## src/rtl/frame_scan_controller.sv

```systemverilog
// frame_scan_controller: raster-scan pixel sequencer tagging pixels with col/row, window/row/frame flags and frame count
module frame_scan_controller #(
  parameter int DATA_WIDTH_12 = 12,
  parameter int FRAME_COLS    = 640,
  parameter int FRAME_ROWS    = 480,
  parameter int WINDOW_SIZE   = 24,
  parameter int COL_W         = 10,
  parameter int ROW_W         = 9
) (
  input  logic                     clk_fpga,
  input  logic                     reset_fpga,
  input  logic                     i_start,
  input  logic                     i_abort,
  input  logic                     i_detect_busy,
  input  logic [DATA_WIDTH_12-1:0] i_pixel,
  input  logic                     i_pixel_valid,
  output logic                     o_pixel_request,
  output logic [DATA_WIDTH_12-1:0] o_pixel,
  output logic                     o_pixel_valid,
  output logic [COL_W-1:0]         o_col,
  output logic [ROW_W-1:0]         o_row,
  output logic                     o_window_ready,
  output logic                     o_end_row,
  output logic                     o_end_frame,
  output logic                     o_frame_done,
  output logic [15:0]              o_frame_count,
  output logic                     o_busy
);
  typedef enum logic [1:0] {IDLE, FETCH, DONE} state_t;
  localparam logic [COL_W-1:0] COL_LAST = COL_W'(FRAME_COLS - 1);
  localparam logic [ROW_W-1:0] ROW_LAST = ROW_W'(FRAME_ROWS - 1);
  localparam logic [COL_W-1:0] COL_WIN  = COL_W'(WINDOW_SIZE - 1);
  localparam logic [ROW_W-1:0] ROW_WIN  = ROW_W'(WINDOW_SIZE - 1);
  state_t state, state_nxt;
  logic [COL_W-1:0] col;
  logic [ROW_W-1:0] row;
  logic accept, last, start_ok, done_ok;
  assign o_pixel_request = (state == FETCH) && !i_detect_busy && !i_abort;
  assign accept          = o_pixel_request && i_pixel_valid;
  assign last            = (col == COL_LAST) && (row == ROW_LAST);
  // a start coinciding with the done pulse is dropped so every frame needs a fresh start in IDLE
  assign start_ok        = i_start && !o_frame_done;
  assign done_ok         = (state == DONE) && !i_abort;
  assign o_busy          = state != IDLE;
  assign o_window_ready  = o_pixel_valid && (o_col >= COL_WIN) && (o_row >= ROW_WIN);
  assign o_end_row       = o_pixel_valid && (o_col == COL_LAST);
  assign o_end_frame     = o_end_row && (o_row == ROW_LAST);
  always_comb begin
    state_nxt = IDLE;
    if (!i_abort)
      state_nxt = (state == IDLE)  ? (start_ok ? FETCH : IDLE) :
                  (state == FETCH) ? ((accept && last) ? DONE : FETCH) : IDLE;
  end
  always_ff @(posedge clk_fpga or negedge reset_fpga) begin
    if (!reset_fpga) begin
      state         <= IDLE;
      col           <= '0;
      row           <= '0;
      o_pixel       <= '0;
      o_pixel_valid <= 1'b0;
      o_col         <= '0;
      o_row         <= '0;
      o_frame_done  <= 1'b0;
      o_frame_count <= '0;
    end else begin
      state         <= state_nxt;
      o_pixel_valid <= accept;
      o_frame_done  <= done_ok;
      if (done_ok) o_frame_count <= o_frame_count + 16'd1;
      if (state == IDLE && start_ok && !i_abort) begin
        col <= '0;
        row <= '0;
      end
      if (accept) begin
        o_pixel <= i_pixel;
        o_col   <= col;
        o_row   <= row;
        if (!last) begin
          col <= (col == COL_LAST) ? '0 : col + 1'b1;
          row <= (col == COL_LAST) ? row + 1'b1 : row;
        end
      end
    end
  end
endmodule

```

## config.mk

```make
export PLATFORM = sky130hd
export DESIGN_NAME = frame_scan_controller
export DESIGN_NICKNAME = d
export VERILOG_FILES = /design/src/rtl/frame_scan_controller.sv
export SDC_FILE = /design/constraint.sdc
export NUM_CORES = 1
export LEC_CHECK = 0
export CAP_MARGIN = 0
export CORE_UTILIZATION = 50
export DETAILED_ROUTE_END_ITERATION = 10
export PLACE_DENSITY = 0.79
export SYNTH_ARGS = -nofsm -noshare
export SYNTH_HDL_FRONTEND = slang
export SYNTH_SLANG_ARGS = --single-unit
```

## constraint.sdc

```tcl
create_clock -name clk_fpga -period 2.1 [get_ports clk_fpga]
set_clock_uncertainty 0.2 [all_clocks]
set_input_delay 0.315 -clock clk_fpga [delete_from_list [all_inputs] [get_ports clk_fpga]]
set_output_delay 0.315 -clock clk_fpga [all_outputs]
set_load 0.05 [all_outputs]
```

==> results of run 1 <==
[layout make-up]
type | count | area share [%]
Multi-Input combinational cell | 261 | 31.35
Clock buffer | 11 | 3.226
Timing Repair Buffer | 117 | 24.34
Clock inverter | 5 | 1.226
Inverter | 3 | 0.2399
Tap cell | 75 | 1.999
Sequential cell | 70 | 37.62
[logic make-up (layout without fill, tap and decap cells)]
kind of cell | after synthesis | after routing | synth area share, %
muxes | 1 | 1 | 0.3483
AOI/OAI and AO/OA | 44 | 44 | 8.360
DFF | 70 | 70 | 54.18
xor gates and xnor gates | 16 | 16 | 4.334
buffers and inverters | 15 | 136 | 2.322
and+or+nand+nor | 197 | 197 | 29.30
adders and majority gates | 3 | 3 | 1.161
[worst reg2reg max path, delay by kind of cell (launching register included)]
kind / cells / cell delay, ns
and+or+nand+nor: 3 / 0.95
DFF: 1 / 0.36
AOI/OAI and AO/OA: 2 / 0.25
adders and majority gates: 1 / 0.18
[sequential cells by signal, indices dropped and copies added, names as in the netlist]
name and count:
state 2, o_pixel_valid 1, o_frame_done 1, o_pixel 12, o_row 9, o_col 10, o_frame_count 16, row 9
col 10
[power breakdown]
part           internal (mW)  total [mW]  switching [mW]
Sequential              1.42        1.47          0.0454
Combinational          0.216       0.628           0.412
Clock                  0.613        1.14           0.522
[layer usage]
| metal | wire (um) | GRT usage, % | vias to the layer above | part of all wire [%] |
|---|---|---|---|---|
| met5 | 0 | 0 | - | 0 |
| met4 | 158 | 15.26 | 0 | 1.9 |
| met3 | 377 | 5.275 | 12 | 4.5 |
| met2 | 3983 | 38.18 | 95 | 48 |
| met1 | 3803 | 35.55 | 1446 | 46 |
| li1 | - | - | 1435 | - |
[synth_stat cells (2+ instances only)]
| cell | n | area, um^2 |
|---|---|---|
| nand2_1 | 113 | 424.2 |
| dfrtp_1 | 70 | 1752 |
| nand3_1 | 20 | 100.1 |
| nor2_1 | 16 | 60.06 |
| o21ai_0 | 15 | 75.07 |
| a21oi_1 | 12 | 60.06 |
| xnor2_1 | 12 | 105.1 |
| and3_1 | 9 | 56.30 |
| nand4_1 | 7 | 43.79 |
| nor3_1 | 6 | 30.03 |
| clkbuf_1 | 5 | 18.77 |
| and2_1 | 4 | 25.02 |
| buf_4 | 4 | 30.03 |
| nor4_1 | 4 | 25.02 |
| xor2_1 | 4 | 35.03 |
| buf_2 | 3 | 15.01 |
| ha_1 | 3 | 37.54 |
| inv_1 | 3 | 11.26 |
| nor3_2 | 3 | 30.03 |
| a31oi_1 | 2 | 12.51 |
| a32o_1 | 2 | 20.02 |
| and4_1 | 2 | 17.52 |
| o21ai_1 | 2 | 10.01 |
| o311ai_0 | 2 | 17.52 |
| or3_1 | 2 | 12.51 |
[worst max-delay path by stage]
stage	slack [ns]	depth (start not counted)	endpoint	from
global placement	-0.13	6	row[5]$_DFFE_PN0P_	i_abort
detailed placement	-0.18	7	col[5]$_DFF_PN0_	i_abort
CTS	-0.009	5	o_end_frame	o_col[8]$_DFFE_PN0N_
global route	-0.03	5	o_end_frame	o_col[7]$_DFFE_PN0N_
floorplan	-0.08	6	col[3]$_DFF_PN0_	state[1]$_DFF_PN0_
finish	0.04	5	o_end_frame	o_col[7]$_DFFE_PN0N_
[metrics by stage]
step	area, um^2	TNS (ns)	hold WS, ns
6_report	4693	0	0.2775
5_1_grt	4693	-0.06847	0.2930
3_3_place_gp	4408	-2.712	0.1640
2_1_floorplan	3286	-1.983	-0.1806
4_1_cts	4611	-0.008549	0.2807
3_5_place_dp	4408	-5.091	0.1693
[what timing repair did]
item | 4_1_cts | 5_1_grt
endpoints found under the setup margin | 14 | 19
pin swaps | 4 | 4
hold buffers | 1 | 0
gates resized for setup | 13 | 18
setup buffers | 0 | 3
endpoints found under the hold margin | 70 | 0
==> flow_metrics.tcl, run 1 <==
set metrics [dict create \
    p_leak_nw 2.525 \
    area_growth_pct 45.16 \
    ff2ff_path_depth 6 \
    place_ws_ns -0.1832 \
    dp.cells 522 \
    vias 2988 \
    grt-ovfl-total 0 \
    drt-total-wl_um 8322 \
    hold_depth 1 \
    most-common-layout-cells "nand2_1, dfrtp_1, buf_4" \
    synth_edf_count 0 \
    period_needed_ns 2.062 \
    hp-class "flop to flop" \
    grt_setup_unrepaired "yes" \
    setup_slack_ns 0.03772 \
    diodes 0 \
    initial_utilization_pct 53.34 \
    root_buffer "clkbuf_8" \
    drtPass1Iterations 4 \
    hold_end "o_frame_count[15]$_DFFE_PN0P_" \
    grt_usage_pct 26.00 \
    ys_seq_elements 70 \
    drive_above_1_share_pct 22.48 \
    crit_required_ns 1.58 \
    p_per_area_nw_per_um2 689.0 \
    worst_setup_hold_path_clk_slew_ns 0.08 \
    viasPerCell 5.513 \
    final_common_cell "nand2_1" \
    ys_types 46 \
    final_core_util_pct 77.44 \
    multi_input_area_um2 1471 \
    hpwl_um 5612 \
    htree_levels 3 \
    relSlewSlack_pct 65.41 \
    worstReg2RegEnd "col[9]$_DFF_PN0_" \
    synth_fp_nets 367 \
    crit_path_cell_trace "nor2_4, nand3_2, nor3_4, and3_4, buf_12" \
    critPathMaxStageDelay_ns 0.44 \
    drt_iter0_drc 207 \
    clk_path_buf_depth 2 \
    core_um2 6061 \
    netlist_area_um2 3233 \
    path_buf_inv 1 \
    cts_tree "built" \
    final_cells 542 \
    postSynthCellCount 346 \
    worstSetupEndpointType "output pin" \
    slowest_stage "dfrtp_2" \
    finalSetupViolations 0 \
    synthFlopType "dfrtp_1" \
    antenna_found_initial 0 \
    worst_pin_slew_ns 0.5180 \
    port_buffers 71 \
    ios 72 \
    r2r_start "col[1]$_DFF_PN0_" \
    hold_violations 0 \
    final.period_utilization_pct 98.20 \
    path_max_fanout 3 \
    grt_max_degree 71 \
    critical_path.startpoint_type "flop" \
    ir_worst_vdd_v 0.0006023 \
    numCtsBuffers 9 \
    crit_type "flop to output pin" \
    die-area_um2 6791 \
    drc 0 \
    wl_per_cell_um 15.35 \
    drv_slew 0 \
    drtAntennaViolNets 0 \
    status "finished, final reports clean" \
    avgSynthCellArea_um2 9.344 \
    grt_pass1_vias 2747 \
    total_power_mw 3.234 \
    yosysWarnings 0 \
    worstSkewPairLatency_ns 0.35 \
    die_h_um 82.41 \
    gp_congestion 0.8872 \
    synth_seq_area_share_pct 54.18 \
    seqCellArea_um2 1765 \
    fmax_mhz 484.9 \
    critPathArrivalTime_ns 1.55 \
    cp_top_family "simple AND/OR/NAND/NOR gates" \
    num_rows 28 \
    clock-sinks 70 \
    min_from "o_frame_count[15]$_DFFE_PN0P_" \
    async_flop_share_pct 100.0 \
    r2r_slack_ns 0.10 \
    fillerInstances 406 \
    dieWidth_um 82.41 \
    cap_violations 0 \
    nets 483 \
    grt_pass1_wl_um 12940 \
]
Note: power is estimated with default switching activity, not from simulation.
==> run 2: changes to the inputs <==
--- a/config.mk
+++ b/config.mk
@@ -8,6 +8,7 @@
 export CAP_MARGIN = 0
 export CORE_UTILIZATION = 50
 export DETAILED_ROUTE_END_ITERATION = 10
+export GPL_TIMING_DRIVEN = 0
 export PLACE_DENSITY = 0.79
 export SYNTH_ARGS = -nofsm -noshare
 export SYNTH_HDL_FRONTEND = slang
==> run 2 against run 1 <==
Net effect:
- total power rose by 2.8%
- die area did not move
- count of clock-buffer cells in the layout did not move
- final cell count fell by 5.0%
- first-iteration DRC count fell by 1.9%
- routed wire length fell by 8.5%
- global-route usage fell by 2.4 points
- cell area fell by 5.1%
- sequential share of layout area rose by 2.1 points
- critical path depth fell by 4
- combinational power fell by 3.7%
- critical path type unchanged
- worst setup slack got worse by 0.0020 ns
==> flow_metrics.tcl, run 2 (synthesized netlist as in run 1, its figures left out) <==
set metrics [dict create \
    htree_levels 3 \
    root_buffer "clkbuf_8" \
    relSlewSlack_pct 42.55 \
    finalSetupViolations 0 \
    final.period_utilization_pct 98.30 \
    hpwl_um 5190 \
    hp-class "flop to flop" \
    final_common_cell "nand2_1" \
    worst_pin_slew_ns 0.8617 \
    crit_path_cell_trace "clkdlybuf4s50_1" \
    critPathArrivalTime_ns 1.55 \
    worstSetupEndpointType "output pin" \
    grt-ovfl-total 0 \
    area_growth_pct 37.69 \
    drtAntennaViolNets 0 \
    drv_slew 0 \
    worstSkewPairLatency_ns 0.35 \
    p_per_area_nw_per_um2 746.4 \
    most-common-layout-cells "nand2_1, dfrtp_1, clkdlybuf4s50_1" \
    antenna_found_initial 0 \
    slowest_stage "clkdlybuf4s50_1" \
    final_core_util_pct 73.45 \
    critPathMaxStageDelay_ns 0.81 \
    core_um2 6061 \
    cp_top_family "buffers and inverters" \
    nets 456 \
    initial_utilization_pct 53.34 \
    place_ws_ns -0.4816 \
    die-area_um2 6791 \
    diodes 0 \
    drtPass1Iterations 4 \
    p_leak_nw 2.360 \
    path_max_fanout 3 \
    grt_pass1_wl_um 11920 \
    wl_per_cell_um 14.78 \
    drive_above_1_share_pct 17.73 \
    drt-total-wl_um 7614 \
    setup_slack_ns 0.03568 \
    total_power_mw 3.323 \
    grt_usage_pct 23.61 \
    crit_type "flop to output pin" \
    crit_required_ns 1.58 \
    port_buffers 71 \
    clk_path_buf_depth 2 \
    regMostFlops "o_frame_count" \
    die_h_um 82.41 \
    cap_violations 0 \
    vias 2858 \
    grt_max_degree 71 \
    finalSetupTns_ns 0 \
    num_rows 28 \
    drc 0 \
    ir_worst_vdd_v 0.0008516 \
    status "finished, final reports clean" \
    hold_violations 0 \
    largest_reg_flops 16 \
    dp.cells 492 \
    clock-sinks 70 \
    reg_top3 "o_frame_count: 16 flops, o_pixel: 12 flops" \
    worst_setup_hold_path_clk_slew_ns 0.08 \
    gp_congestion 0.9041 \
    final_cells 515 \
    numCtsBuffers 9 \
    ios 72 \
    drt_iter0_drc 203 \
    path_buf_inv 1 \
    grt_pass1_vias 2623 \
    cts_tree "built" \
    period_needed_ns 2.064 \
    grt_setup_unrepaired "yes" \
    critical_path.startpoint_type "flop" \
    dieWidth_um 82.41 \
    fmax_mhz 484.4 \
    viasPerCell 5.550 \
]
==> run 2: changes by cell type in the layout (fill, tap and decap cells not counted), sizes merged <==
cell,before,now
clkinv,4,2
buf,56,18
bufinv,1,2
dlygate4sd2,13,15
clkinvlp,0,1
clkdlybuf4s50,35,37
dlymetal6s2s,12,14
clkbuf,11,16
==> run 2: worst register-to-register path, delay by kind of cell (launching register included) <==
kind                     cells  cell delay (ns)
buffers and inverters        1             0.29
adder cells (fa/ha/maj)      1             0.22
AND/OR/NAND/NOR              3             0.59
flip-flops                   1             0.41
AO/OA/AOI/OAI                2             0.22
==> run 2: power by group <==
| part | internal [mW] | switching [mW] |
|---|---|---|
| Combinational | 0.198 | 0.408 |
| Sequential | 1.43 | 0.0499 |
| Clock | 0.733 | 0.509 |
==> run 2: path summary, 6_finish.rpt <==
| path | from | endpoint | slack [ns] | depth (start not counted) |
|---|---|---|---|---|
| worst max register to register | col[1]$_DFF_PN0_ | col[9]$_DFF_PN0_ | 0.10 | 7 |
| worst min register to register | o_frame_count[15]$_DFFE_PN0P_ | o_frame_count[15]$_DFFE_PN0P_ | 0.28 | 1 |
| worst max-delay path | o_col[7]$_DFFE_PN0N_ | o_col[7] | 0.04 | 1 |
| worst min-delay path | o_frame_count[15]$_DFFE_PN0P_ | o_frame_count[15]$_DFFE_PN0P_ | 0.28 | 1 |
| min in group asynchronous | reset_fpga | col[2]$_DFF_PN0_ | 0.42 | 2 |
| max in group asynchronous | reset_fpga | o_col[4]$_DFFE_PN0N_ | 0.67 | 2 |
==> run 2: repair_timing <==
item	CTS	global route
cloned	0	0
setup endpoints to repair	24	68
endpoints found under the hold margin	70	0
gates resized for setup	38	33
hold buffers	1	0
setup buffers	1	5
pin swaps	0	3
==> run 2: final cells by class <==
class	instances	area, um^2
multi-input cells	261	1504
clock inverters	5	81.33
plain buffers	12	70.07
well taps	75	93.84
flip-flops and latches	70	1768
inverters	3	11.26
clock buffers	11	151.4
fillers	417	1609
repair buffers	78	772.0
==> run 2: stage by stage <==
step                hold WS (ns)  cell area, um^2
finish                    0.2765             4452
global route              0.2965             4452
CTS                       0.2775             4309
detailed placement        0.2672             4088
global placement          0.2568             4090
floorplan                -0.1806             3286
==> run 2: routing by layer <==
metal	part of all wire (%)	track usage (%)	wire, um	vias to the layer above
met5	0	0	0	-
met2	47	38.18	3576	100
met4	1.8	11.58	140	0
li1	-	-	-	1364
met1	45	30.14	3389	1382
met3	6.7	4.835	508	12
==> run 3: changes to the inputs <==
--- a/config.mk
+++ b/config.mk
@@ -5,11 +5,12 @@
 export SDC_FILE = /design/constraint.sdc
 export NUM_CORES = 1
 export LEC_CHECK = 0
-export CAP_MARGIN = 0
+export CAP_MARGIN = 20
 export CORE_UTILIZATION = 50
 export DETAILED_ROUTE_END_ITERATION = 10
 export GPL_TIMING_DRIVEN = 0
 export PLACE_DENSITY = 0.79
+export SKIP_CTS_REPAIR_TIMING = 1
 export SYNTH_ARGS = -nofsm -noshare
 export SYNTH_HDL_FRONTEND = slang
 export SYNTH_SLANG_ARGS = --single-unit
==> run 3 against run 2 <==
Net effect:
- worst setup slack hardly changed
- combinational power is 1% lower
- critical path depth stayed put
- core utilization is 0.66 points higher
- critical path type unchanged
==> flow_metrics.tcl, run 3 (synthesized netlist as in run 1, its figures left out) <==
set metrics [dict create \
    slowest_stage "clkdlybuf4s50_1" \
    status "finished, final reports clean" \
    grt-ovfl-total 0 \
    critPathMaxStageDelay_ns 0.81 \
    combPwrFrac_pct 18.1 \
    hp-class "flop to flop" \
    clk_path_buf_depth 2 \
    hold_violations 0 \
    cts_tree "built" \
    htree_levels 3 \
    grt_max_degree 71 \
    port_buffers 71 \
    die_h_um 82.41 \
    p_per_area_nw_per_um2 738.3 \
    area_growth_pct 38.93 \
    finalSetupViolations 0 \
    final_cells 513 \
    diodes 0 \
    worstSkewPairLatency_ns 0.35 \
    place_area_um2 4088 \
    numCtsBuffers 9 \
    relSlewSlack_pct 42.47 \
    worstSetupEndpointType "output pin" \
    fin_area_um2 4492 \
    worst_setup_hold_path_clk_slew_ns 0.08 \
    drtAntennaViolNets 0 \
    total_power_mw 3.316 \
    drc 0 \
    worst_pin_slew_ns 0.8630 \
    drt-total-wl_um 7715 \
    regMostFlops "o_frame_count" \
    power_frac_seq_pct 44.6 \
    grt_usage_pct 23.37 \
    ios 72 \
    setup_slack_ns 0.03609 \
    antenna_found_initial 0 \
    drt_iter0_drc 186 \
    critPathArrivalTime_ns 1.55 \
    grt_pass1_wl_um 11790 \
    hpwl_um 5190 \
    path_max_fanout 3 \
    clock-sinks 70 \
    r2r_slack_ns 0.07 \
    nets 454 \
    period_needed_ns 2.064 \
    largest_reg_flops 16 \
    grt_pass1_vias 2591 \
    die-area_um2 6791 \
    most-common-layout-cells "nand2_1, dfrtp_1, clkdlybuf4s50_1" \
    crit_required_ns 1.58 \
    ir_worst_vdd_v 0.0008521 \
    num_rows 28 \
    reg_top3 "o_frame_count: 16 flops, o_pixel: 12 flops" \
    cp_top_family "buffers and inverters" \
    cap_violations 0 \
    place_ws_ns -0.4816 \
    root_buffer "clkbuf_8" \
    fmax_mhz 484.5 \
    final_core_util_pct 74.11 \
    switchingPower_mw 0.9612 \
    crit_path_cell_trace "clkdlybuf4s50_1" \
    crit_type "flop to output pin" \
    vias 2841 \
    drv_slew 0 \
    viasPerCell 5.538 \
    critical_path.startpoint_type "flop" \
    dieWidth_um 82.41 \
    final.period_utilization_pct 98.28 \
    p_int_mw 2.355 \
    p_leak_nw 2.555 \
    wl_per_cell_um 15.04 \
    p_clk_share_pct 37.3 \
    drive_above_1_share_pct 17.81 \
    core_um2 6061 \
    p_sw_share_pct 28.98 \
    final_common_cell "nand2_1" \
    gp_congestion 0.9041 \
    path_buf_inv 1 \
    initial_utilization_pct 53.34 \
    dp.cells 492 \
    drtPass1Iterations 5 \
]
## run 3: area by class of cell
cell class | instances | area (um^2)
repair buffers | 77 | 823.3
well taps | 75 | 93.84
plain buffers | 11 | 66.31
clock inverters | 5 | 81.33
inverters | 3 | 11.26
multi-input cells | 261 | 1495
clock buffers | 11 | 151.4
fillers | 412 | 1569
flip-flops and latches | 70 | 1769
## run 3: final timing paths
check,start,end,depth (start not counted)
max,o_col[7]$_DFFE_PN0N_,o_col[7],1
min,o_frame_count[15]$_DFFE_PN0P_,o_frame_count[15]$_DFFE_PN0P_,1
max reg2reg,col[0]$_DFF_PN0_,row[5]$_DFFE_PN0P_,7
min reg2reg,o_frame_count[15]$_DFFE_PN0P_,o_frame_count[15]$_DFFE_PN0P_,1
max in group asynchronous,reset_fpga,row[1]$_DFFE_PN0P_,2
min in group asynchronous,reset_fpga,o_col[1]$_DFFE_PN0N_,2
## run 3: metal layers
| metal | track usage, % | vias to the layer above | part of all wire (%) |
|---|---|---|---|
| li1 | - | 1368 | - |
| met1 | 29.93 | 1362 | 44 |
| met2 | 37.60 | 99 | 47 |
| met3 | 4.835 | 12 | 6.6 |
| met4 | 11.58 | 0 | 1.9 |
| met5 | 0 | - | 0 |
## run 3: power groups by stage
stage	Clock, mW	Combinational [mW]	Sequential [mW]
floorplan	0	0.108	1.75
global placement	0	0.588	1.50
finish	1.24	0.599	1.48
global route	1.30	0.637	1.49
CTS	1.26	0.602	1.48
detailed placement	0	0.600	1.50
## run 3: through the flow
stage | hold WS, ns | setup TNS [ns]
floorplan | -0.1806 | -1.983
global placement | 0.2568 | -139.07
detailed placement | 0.2672 | -13.87
CTS | -0.08726 | -2.932
global route | 0.2896 | -0.01147
finish | 0.2723 | 0
